File: config.mk
export PLATFORM = sky130hd
export DESIGN_NAME = vga_timing_gen
export DESIGN_NICKNAME = d
export VERILOG_FILES = /design/src/rtl/vga_timing_gen.sv
export SDC_FILE = /design/constraint.sdc
export NUM_CORES = 1
export LEC_CHECK = 0
export CAP_MARGIN = 30
export CORE_MARGIN = 2
export CORE_UTILIZATION = 49
export CTS_BUF_LIST = sky130_fd_sc_hd__clkbuf_16
export CTS_CLUSTER_DIAMETER = 100
export DETAILED_ROUTE_END_ITERATION = 10
export GPL_ROUTABILITY_DRIVEN = 1
export HOLD_SLACK_MARGIN = 0.12
export PLACE_DENSITY = 0.73
export SLEW_MARGIN = 5
export SYNTH_ARGS = -nofsm -noshare
export SYNTH_HDL_FRONTEND = slang
export SYNTH_SLANG_ARGS = --single-unit
File: constraint.sdc
create_clock -name clk -period 3 [get_ports clk]
set_clock_uncertainty 0.2 [all_clocks]
set_input_delay 0.75 -clock clk [delete_from_list [all_inputs] [get_ports clk]]
set_output_delay 0.75 -clock clk [all_outputs]
set_load 0.1 [all_outputs]
File: src/rtl/vga_timing_gen.sv
// Parametrised VGA raster timing generator with pixel clock-enable and line/frame strobes.
// Define VGA_TIMING_PREFETCH_EN to add next_hcount/next_vcount/next_active look-ahead outputs.
module vga_timing_gen #(
  parameter int H_ACTIVE = 640,
  parameter int H_FP     = 16,
  parameter int H_SYNC   = 96,
  parameter int H_BP     = 48,
  parameter int V_ACTIVE = 480,
  parameter int V_FP     = 10,
  parameter int V_SYNC   = 2,
  parameter int V_BP     = 33,
  parameter int H_POL    = 0,
  parameter int V_POL    = 0,
  parameter int CNT_W    = 10
) (
  input  logic             clk,
  input  logic             rst,
  input  logic             pix_ce,
  output logic [CNT_W-1:0] hcount,
  output logic [CNT_W-1:0] vcount,
  output logic             vga_active,
  output logic             hsync,
  output logic             vsync,
  output logic             line_start,
  output logic             frame_start
`ifdef VGA_TIMING_PREFETCH_EN
  ,
  output logic [CNT_W-1:0] next_hcount,
  output logic [CNT_W-1:0] next_vcount,
  output logic             next_active
`endif
);

  localparam int H_TOTAL = H_ACTIVE + H_FP + H_SYNC + H_BP;
  localparam int V_TOTAL = V_ACTIVE + V_FP + V_SYNC + V_BP;

  generate
    if (H_ACTIVE <= 0 || H_FP <= 0 || H_SYNC <= 0 || H_BP <= 0 ||
        V_ACTIVE <= 0 || V_FP <= 0 || V_SYNC <= 0 || V_BP <= 0 || CNT_W <= 0) begin : g_bad_width
      $error("vga_timing_gen: every porch, sync, active and counter width must be non-zero");
    end
    if ((H_TOTAL - 1) >= (64'd1 << CNT_W) || (V_TOTAL - 1) >= (64'd1 << CNT_W)) begin : g_bad_cnt_w
      $error("vga_timing_gen: CNT_W too narrow for H_TOTAL-1 or V_TOTAL-1");
    end
  endgenerate

  localparam logic [CNT_W-1:0] H_LAST = CNT_W'(H_TOTAL - 1);
  localparam logic [CNT_W-1:0] V_LAST = CNT_W'(V_TOTAL - 1);
  localparam logic [CNT_W-1:0] H_ACT  = CNT_W'(H_ACTIVE);
  localparam logic [CNT_W-1:0] V_ACT  = CNT_W'(V_ACTIVE);
  localparam logic [CNT_W-1:0] HS_BEG = CNT_W'(H_ACTIVE + H_FP);
  localparam logic [CNT_W-1:0] HS_END = CNT_W'(H_ACTIVE + H_FP + H_SYNC);
  localparam logic [CNT_W-1:0] VS_BEG = CNT_W'(V_ACTIVE + V_FP);
  localparam logic [CNT_W-1:0] VS_END = CNT_W'(V_ACTIVE + V_FP + V_SYNC);
  localparam logic             H_ON   = (H_POL != 0);
  localparam logic             V_ON   = (V_POL != 0);

  function automatic logic [CNT_W-1:0] wrap_inc(input logic [CNT_W-1:0] x,
                                                input logic [CNT_W-1:0] last);
    return (x == last) ? '0 : x + CNT_W'(1);
  endfunction

  function automatic logic is_active(input logic [CNT_W-1:0] h, input logic [CNT_W-1:0] v);
    return (h < H_ACT) && (v < V_ACT);
  endfunction

  logic [CNT_W-1:0] hcount_q, hcount_d;
  logic [CNT_W-1:0] vcount_q, vcount_d;
  logic             active_q, active_d;
  logic             hsync_q, hsync_d;
  logic             vsync_q, vsync_d;
  logic             line_start_q, line_start_d;
  logic             frame_start_q, frame_start_d;
  logic [CNT_W-1:0] h_step, v_step;
  logic             h_wrap;

  // Flags are decoded from the position being loaded, so they are never a cycle behind it.
  always_comb begin
    h_wrap = (hcount_q == H_LAST);
    h_step = wrap_inc(hcount_q, H_LAST);
    v_step = h_wrap ? wrap_inc(vcount_q, V_LAST) : vcount_q;

    hcount_d      = hcount_q;
    vcount_d      = vcount_q;
    active_d      = active_q;
    hsync_d       = hsync_q;
    vsync_d       = vsync_q;
    line_start_d  = 1'b0;
    frame_start_d = 1'b0;

    if (pix_ce) begin
      hcount_d      = h_step;
      vcount_d      = v_step;
      active_d      = is_active(h_step, v_step);
      hsync_d       = ((h_step >= HS_BEG) && (h_step < HS_END)) ? H_ON : ~H_ON;
      vsync_d       = ((v_step >= VS_BEG) && (v_step < VS_END)) ? V_ON : ~V_ON;
      line_start_d  = h_wrap;
      frame_start_d = h_wrap && (vcount_q == V_LAST);
    end
  end

`ifdef VGA_TIMING_PREFETCH_EN
  logic [CNT_W-1:0] next_h_q, next_h_d;
  logic [CNT_W-1:0] next_v_q, next_v_d;
  logic             next_act_q, next_act_d;

  // Look-ahead position runs one step ahead of the visible counters.
  always_comb begin
    next_h_d   = next_h_q;
    next_v_d   = next_v_q;
    next_act_d = next_act_q;
    if (pix_ce) begin
      next_h_d   = wrap_inc(h_step, H_LAST);
      next_v_d   = (h_step == H_LAST) ? wrap_inc(v_step, V_LAST) : v_step;
      next_act_d = is_active(next_h_d, next_v_d);
    end
  end
`endif

  always_ff @(posedge clk) begin
    if (rst) begin
      hcount_q      <= H_LAST;
      vcount_q      <= V_LAST;
      active_q      <= 1'b0;
      hsync_q       <= ~H_ON;
      vsync_q       <= ~V_ON;
      line_start_q  <= 1'b0;
      frame_start_q <= 1'b0;
`ifdef VGA_TIMING_PREFETCH_EN
      next_h_q      <= '0;
      next_v_q      <= '0;
      next_act_q    <= 1'b1;
`endif
    end else begin
      hcount_q      <= hcount_d;
      vcount_q      <= vcount_d;
      active_q      <= active_d;
      hsync_q       <= hsync_d;
      vsync_q       <= vsync_d;
      line_start_q  <= line_start_d;
      frame_start_q <= frame_start_d;
`ifdef VGA_TIMING_PREFETCH_EN
      next_h_q      <= next_h_d;
      next_v_q      <= next_v_d;
      next_act_q    <= next_act_d;
`endif
    end
  end

  assign hcount      = hcount_q;
  assign vcount      = vcount_q;
  assign vga_active  = active_q;
  assign hsync       = hsync_q;
  assign vsync       = vsync_q;
  assign line_start  = line_start_q;
  assign frame_start = frame_start_q;
`ifdef VGA_TIMING_PREFETCH_EN
  assign next_hcount = next_h_q;
  assign next_vcount = next_v_q;
  assign next_active = next_act_q;
`endif

endmodule

==> out/qor.yml, run 1 <==
status: "finished, final reports clean"
whs_ns: 0.303
cts_hold_buf: 0
syn-num-nets: 199
synth_top_cell_area_share_pct: 32.7
yosys_warnings: 0
dieHeight_um: 59.9
vias: 1517
syn_area_um2: 1530
met1_usage_pct: 34.5
die_w_um: 59.9
synth_seq_area_share_pct: 32.7
min_period_over_period_pct: 80.1
cp.arrival_ns: 2.33
start_util_pct: 50.9
synth_ff_type: "dfxtp_1"
viasPerCell: 6.04
nets: 225
fin_setup_tns_ns: 0
crit_chain: "ha_1 -> and4_1 -> and3_1 -> o21ai_1 -> a221oi_2 -> a31oi_1"
relSlewSlack_pct: 64.2
irDropWorstVdd_mv: 0.224
gr-total-overflow: 0
drv_slew: 0
p_clk_share_pct: 25.2
rr_endpoint: "vsync$_SDFFE_PP1P_"
grt_use_met2_pct: 32.1
portBuffers: 27
combPwrFrac_pct: 40.0
clk_pin_slew_worst_paths_ns: 0.06
synth_seq_cells: 25
core_um2: 3000
rsz0062_at_grt: "false"
clock-sinks: 25
crit_buf_inv: 0
holdPathEnd: "vga_active$_SDFFE_PP0P_"
syn_inst: 193
drv_cap: 0
timing.critical_path.required_ns: 2.93
cp_top_family: "simple AND/OR/NAND/NOR gates"
sw_frac_of_total_pct: 43.0
hold_class: "reg -> reg"
cts_setup_buffers: 0
hp-start: "vga_active$_SDFFE_PP0P_"
power.leakage_nw: 0.707
internal-power_w: 0.000664
cp_slowest_cell: "dfxtp_1"
cts_max_level: 1
grt_pass1_vias: 1243
worst_pin_slew_ns: 0.533
busiest_layer: "met1"
diodes: 0
antenna_found_initial: 0
synth-edff-count: 0
ys_types: 50
r2r_slack_ns: 0.60
post_cts_resized: 0
reg2reg_depth: 6
p_per_area_nw_per_um2: 635
cts_tree: "done"
boundaryPins: 28
drt_iter0_drc: 60
startpoint_type: "register"
crit_type: "reg -> reg"
use_met3_pct: 1.95
root_buffer: "clkbuf_16"
synth.largest_area_cell: "dfxtp_1"
hpwl_um: 2600
cts_max_path_buffers: 2
async_flop_share_pct: 0
drc: 0
hold_violations: 0
syn_to_final_growth_pct: 20.0
row_count: 20
critPathMaxFanout: 7
grt_first_pass_wirelength_um: 6110
max_freq_mhz: 416
clk_latency_ns: 0.26
period_needed_ns: 2.40
wl_per_cell_um: 14.7
critPathCaptureType: "register"
routed_wirelength_um: 3680
min_path_cells: 2
switchingPower_w: 0.000501
dr.pass1.iters: 4
dieArea_um2: 3580
layout-drive-gt1-share_pct: 18.8
grt_max_degree: 17
gp_congestion: 0.827
avgSynthCellArea_um2: 7.92
r2r-start: "hcount[0]$_SDFFE_PP1P_"
netlist_top_cells_area: "dfxtp_1 (33%), nand3_1 (4.9%), a21oi_1 (4.6%)"
ant_nets: 0
grtUsageTotal_pct: 22.2
seq_power_share_pct: 34.9
setup_viol: 0
numCtsBuffers: 3
critical-path-max-stage-delay_ns: 0.41
[worst max-delay path by stage]
stage | from | to | slack (ns) | cells past startpoint
3_5_place_dp | pix_ce | vcount[7]$_SDFFE_PP0P_ | 0.43 | 6
4_1_cts | hcount[0]$_SDFFE_PP1P_ | vsync$_SDFFE_PP1P_ | 0.62 | 6
5_1_grt | hcount[0]$_SDFFE_PP1P_ | vsync$_SDFFE_PP1P_ | 0.41 | 6
2_1_floorplan | hcount[0]$_SDFFE_PP1P_ | vsync$_SDFFE_PP1P_ | 0.17 | 7
3_3_place_gp | pix_ce | vcount[7]$_SDFFE_PP0P_ | 0.48 | 6
6_report | hcount[0]$_SDFFE_PP1P_ | vsync$_SDFFE_PP1P_ | 0.60 | 6
[metrics by stage]
step	cells	worst slack [ns]	util (%)	total power, W	area (um^2)
4_1_cts	251	0.620	61.1	0.00117	1840
5_1_grt	251	0.413	61.1	0.00122	1840
3_5_place_dp	247	0.426	58.5	0.000875	1760
2_1_floorplan	193	0.168	-	0.000786	1530
6_report	251	0.598	61.1	0.00117	1840
3_3_place_gp	247	0.480	58.5	0.000869	1760
[final cells by class]
type,instances,area (um^2)
multi-input combinational,148,943
fill,285,1170
timing repair buffer,30,230
sequential,25,500
inverter,11,41.3
tap,33,41.3
clock buffer,3,75.1
clock inverter,1,3.75
[registers in the layout, indices dropped and copies added, names as in the netlist]
| register | flops |
|---|---|
| vsync | 1 |
| vcount | 10 |
| hcount | 10 |
| vga_active | 1 |
| hsync | 1 |
| line_start | 1 |
| frame_start | 1 |
[cells in the final DEF, fill, tap and decap left out, types with 3 or more instances in the layout]
cell type and instances:
and3_1 6, a21oi_1 14, o21ai_0 13, buf_4 28, nor3_1 7, dfxtp_1 25
xnor2_1 4, nand2_1 14, or3_1 4, ha_1 3, clkbuf_16 3, a31oi_1 4
nor4_1 4, nand3_1 15, o311ai_0 3, o211ai_1 3, nor2_1 15, inv_1 11
[cells by family after synthesis]
group | after synthesis | share of synthesized area [%]
compound gates | 52 | 22.2
fa+ha+maj | 3 | 2.46
buf+inv | 20 | 5.56
simple gates | 85 | 32.3
xor+xnor | 6 | 3.44
flops | 25 | 32.7
mux | 2 | 1.31
[cell usage after synthesis, types with 3 or more instances]
| cell type | n |
|---|---|
| nand3_1 | 15 |
| nor2_1 | 15 |
| and3_1 | 6 |
| a21oi_1 | 14 |
| xnor2_1 | 4 |
| a31oi_1 | 4 |
| o21ai_0 | 13 |
| o211ai_1 | 3 |
| nor3_1 | 7 |
| nand2_1 | 14 |
| o311ai_0 | 3 |
| dfxtp_1 | 25 |
| clkbuf_1 | 5 |
| or3_1 | 4 |
| inv_1 | 10 |
| nor4_1 | 4 |
| ha_1 | 3 |
[worst register-to-register path, delay by kind of cell, from the launching register on]
family,cells,cell delay [ns]
compound gates,3,0.66
simple gates,2,0.74
fa+ha+maj,1,0.28
flops,1,0.41
[routing by layer]
layer	part of all wire (%)	wire length [um]
met1	51	1870
met2	44	1630
met3	3.7	137
met4	1.2	44
met5	0	0
[power by group through the flow]
stage	sequential, W	clock [W]	combinational [W]
2_1_floorplan	0.000581	0	0.000205
3_3_place_gp	0.000411	0	0.000457
3_5_place_dp	0.000413	0	0.000462
4_1_cts	0.000406	0.000297	0.000463
5_1_grt	0.000414	0.000310	0.000496
6_report	0.000406	0.000293	0.000466
Note: power is estimated with default switching activity, not from simulation.
==> inputs of run 2 (changes only) <==
==> constraint.sdc (replaced) <==
create_clock -name clk -period 2.5 [get_ports clk]
set_clock_uncertainty 0.2 [all_clocks]
set_input_delay 0.625 -clock clk [delete_from_list [all_inputs] [get_ports clk]]
set_output_delay 0.625 -clock clk [all_outputs]
set_load 0.1 [all_outputs]
==> run 2 against run 1 <==
- register-to-register slack got worse by 0.44 ns
- total power up 23%
- highest routed layer unchanged
- maximum frequency rose by 2.7%
- critical path type unchanged
- global-route usage grew 0.65 points
- clock power increased by 24%
- flip-flop and latch count is the same
- hold slack worse by 0.00082 ns
- via count grew 1.7%
- non-clock buffer count up 2
- combinational power is 23% higher
- first-iteration DRC count rose by 45%
- final cell count is 0.80% higher
==> out/qor.yml, run 2 (same netlist as run 1, synthesis figures left out) <==
status: "finished, final reports clean"
timing.critical_path.required_ns: 2.43  # -0.50 ns
clk_latency_ns: 0.26  # about the same
drv_cap: 0  # unchanged
power.leakage_nw: 0.717  # +1.5%
place_ws_ns: 0.0777  # -0.348 ns
diodes: 0  # unchanged
wl_per_cell_um: 15.2  # +3.8%
fillers: 267  # -6.3%
root_buffer: "clkbuf_16"
critPathLaunch: "hcount[0]$_SDFFE_PP1P_"
internal-power_w: 0.000813  # +22%
drc: 0  # unchanged
critPathCaptureType: "register"
clk_pin_slew_worst_paths_ns: 0.07  # about the same
drt_iter0_drc: 87  # +45%
hp-start: "vga_active$_SDFFE_PP0P_"
final_common_cell: "buf_4"
post_cts_resized: 0  # unchanged
clock-sinks: 25  # unchanged
max_freq_mhz: 428  # +2.7%
dieArea_um2: 3580  # unchanged
whs_ns: 0.302  # -0.000822 ns
min_period_over_period_pct: 93.6  # +13 points
ant_nets: 0  # unchanged
portBuffers: 27  # unchanged
row_count: 20  # unchanged
combPwrFrac_pct: 40.0  # about the same
gp_congestion: 0.845  # +2.2%
numCtsBuffers: 3  # unchanged
irDropWorstVdd_mv: 0.411  # +84%
grt_max_degree: 17  # unchanged
grt_pass1_vias: 1337  # +7.6%
crit_type: "reg -> reg"
core_um2: 3000  # unchanged
fin_setup_tns_ns: 0  # unchanged
nets: 227  # +0.89%
use_met3_pct: 4.11  # +2.2 points
layout-drive-gt1-share_pct: 25.5  # +6.6 points
vias: 1543  # +1.7%
hpwl_um: 2700  # +3.8%
final_cell_mix: "buf_4 (29), nor2_1 (15), nand3_1 (15)"
startpoint_type: "register"
drv_slew: 0  # unchanged
hold_violations: 0  # unchanged
cts_max_level: 1  # unchanged
p_per_area_nw_per_um2: 761  # +20%
place_area_um2: 1800  # +2.5%
fin_ws_ns: 0.161  # -0.436 ns
r2r-start: "hcount[0]$_SDFFE_PP1P_"
cts_max_path_buffers: 2  # unchanged
rsz0062_at_grt: "false"
die_w_um: 59.9  # unchanged
gr-total-overflow: 0  # unchanged
start_util_pct: 50.9  # unchanged
design_area_um2: 1880  # +2.4%
boundaryPins: 28  # unchanged
dieHeight_um: 59.9  # unchanged
cts_hold_buf: 0  # unchanged
grt_first_pass_wirelength_um: 6360  # +4.2%
dr.pass1.iters: 4  # unchanged
switchingPower_w: 0.000617  # +23%
grtUsageTotal_pct: 22.9  # +0.65 points
syn_to_final_growth_pct: 22.9
routed_wirelength_um: 3850  # +4.6%
cts_tree: "done"
cp.arrival_ns: 2.27  # -0.06 ns
sw_frac_of_total_pct: 43.1  # +0.13 points
viasPerCell: 6.10  # +0.91%
period_needed_ns: 2.34  # -0.0636 ns
hold_class: "reg -> reg"
cts_setup_buffers: 0  # unchanged
antenna_found_initial: 0  # unchanged
p_clk_share_pct: 25.4  # +0.2 points
grt_use_met2_pct: 32.5  # +0.31 points
setup_viol: 0  # unchanged
busiest_layer: "met1"
met1_usage_pct: 35.8  # +1.2 points
seq_power_share_pct: 34.6  # -0.3 points
relSlewSlack_pct: 68.8  # +4.6 points
critPathMaxFanout: 7  # unchanged
worst_pin_slew_ns: 0.465  # -0.0682 ns
-- run 2: cell type report --
| type | count | area, um^2 | area share, % |
|---|---|---|---|
| Tap cell | 33 | 41.3 | 2.20 |
| Timing Repair Buffer | 32 | 258 | 13.7 |
| Clock inverter | 1 | 3.75 | 0.200 |
| Inverter | 11 | 41.3 | 2.20 |
| Sequential cell | 25 | 517 | 27.5 |
| Clock buffer | 3 | 75.1 | 3.99 |
| Multi-Input combinational cell | 148 | 943 | 50.2 |
-- run 2: layer usage --
layer  vias to the layer above  wire length (um)
li1                        769                 -
met2                        45              1680
met1                       727              1940
met5                         -                 0
met4                         0                17
met3                         2               217
-- run 2: worst paths after layout --
| check | end | slack (ns) | cells after the start |
|---|---|---|---|
| worst max-delay path | vsync$_SDFFE_PP1P_ | 0.16 | 6 |
| worst min-delay path | vga_active$_SDFFE_PP0P_ | 0.30 | 2 |
| worst max register to register | vsync$_SDFFE_PP1P_ | 0.16 | 6 |
| worst min register to register | vga_active$_SDFFE_PP0P_ | 0.30 | 2 |
-- run 2: critical path: stages (launching register included) --
cell and delay (ns):
dfxtp_2 0.38, ha_1 0.26, and4_1 0.37, and3_1 0.38, o21ai_1 0.13, a221oi_2 0.38
a31oi_1 0.12
-- run 2: power by group through the flow --
stage               clock [W]  sequential (W)  combinational, W
floorplan                   0        0.000704          0.000244
global placement            0        0.000500          0.000560
detailed placement          0        0.000502          0.000568
CTS                  0.000365        0.000493          0.000571
global route         0.000384        0.000501          0.000611
finish               0.000364        0.000495          0.000571
-- run 2: metrics by stage --
step / power (W) / util [%] / std cells
6_report: 0.00143 / 62.6 / 253
3_5_place_dp: 0.00107 / 60.0 / 249
4_1_cts: 0.00143 / 62.6 / 253
2_1_floorplan: 0.000948 / - / 193
5_1_grt: 0.00150 / 62.6 / 253
3_3_place_gp: 0.00106 / 60.0 / 249
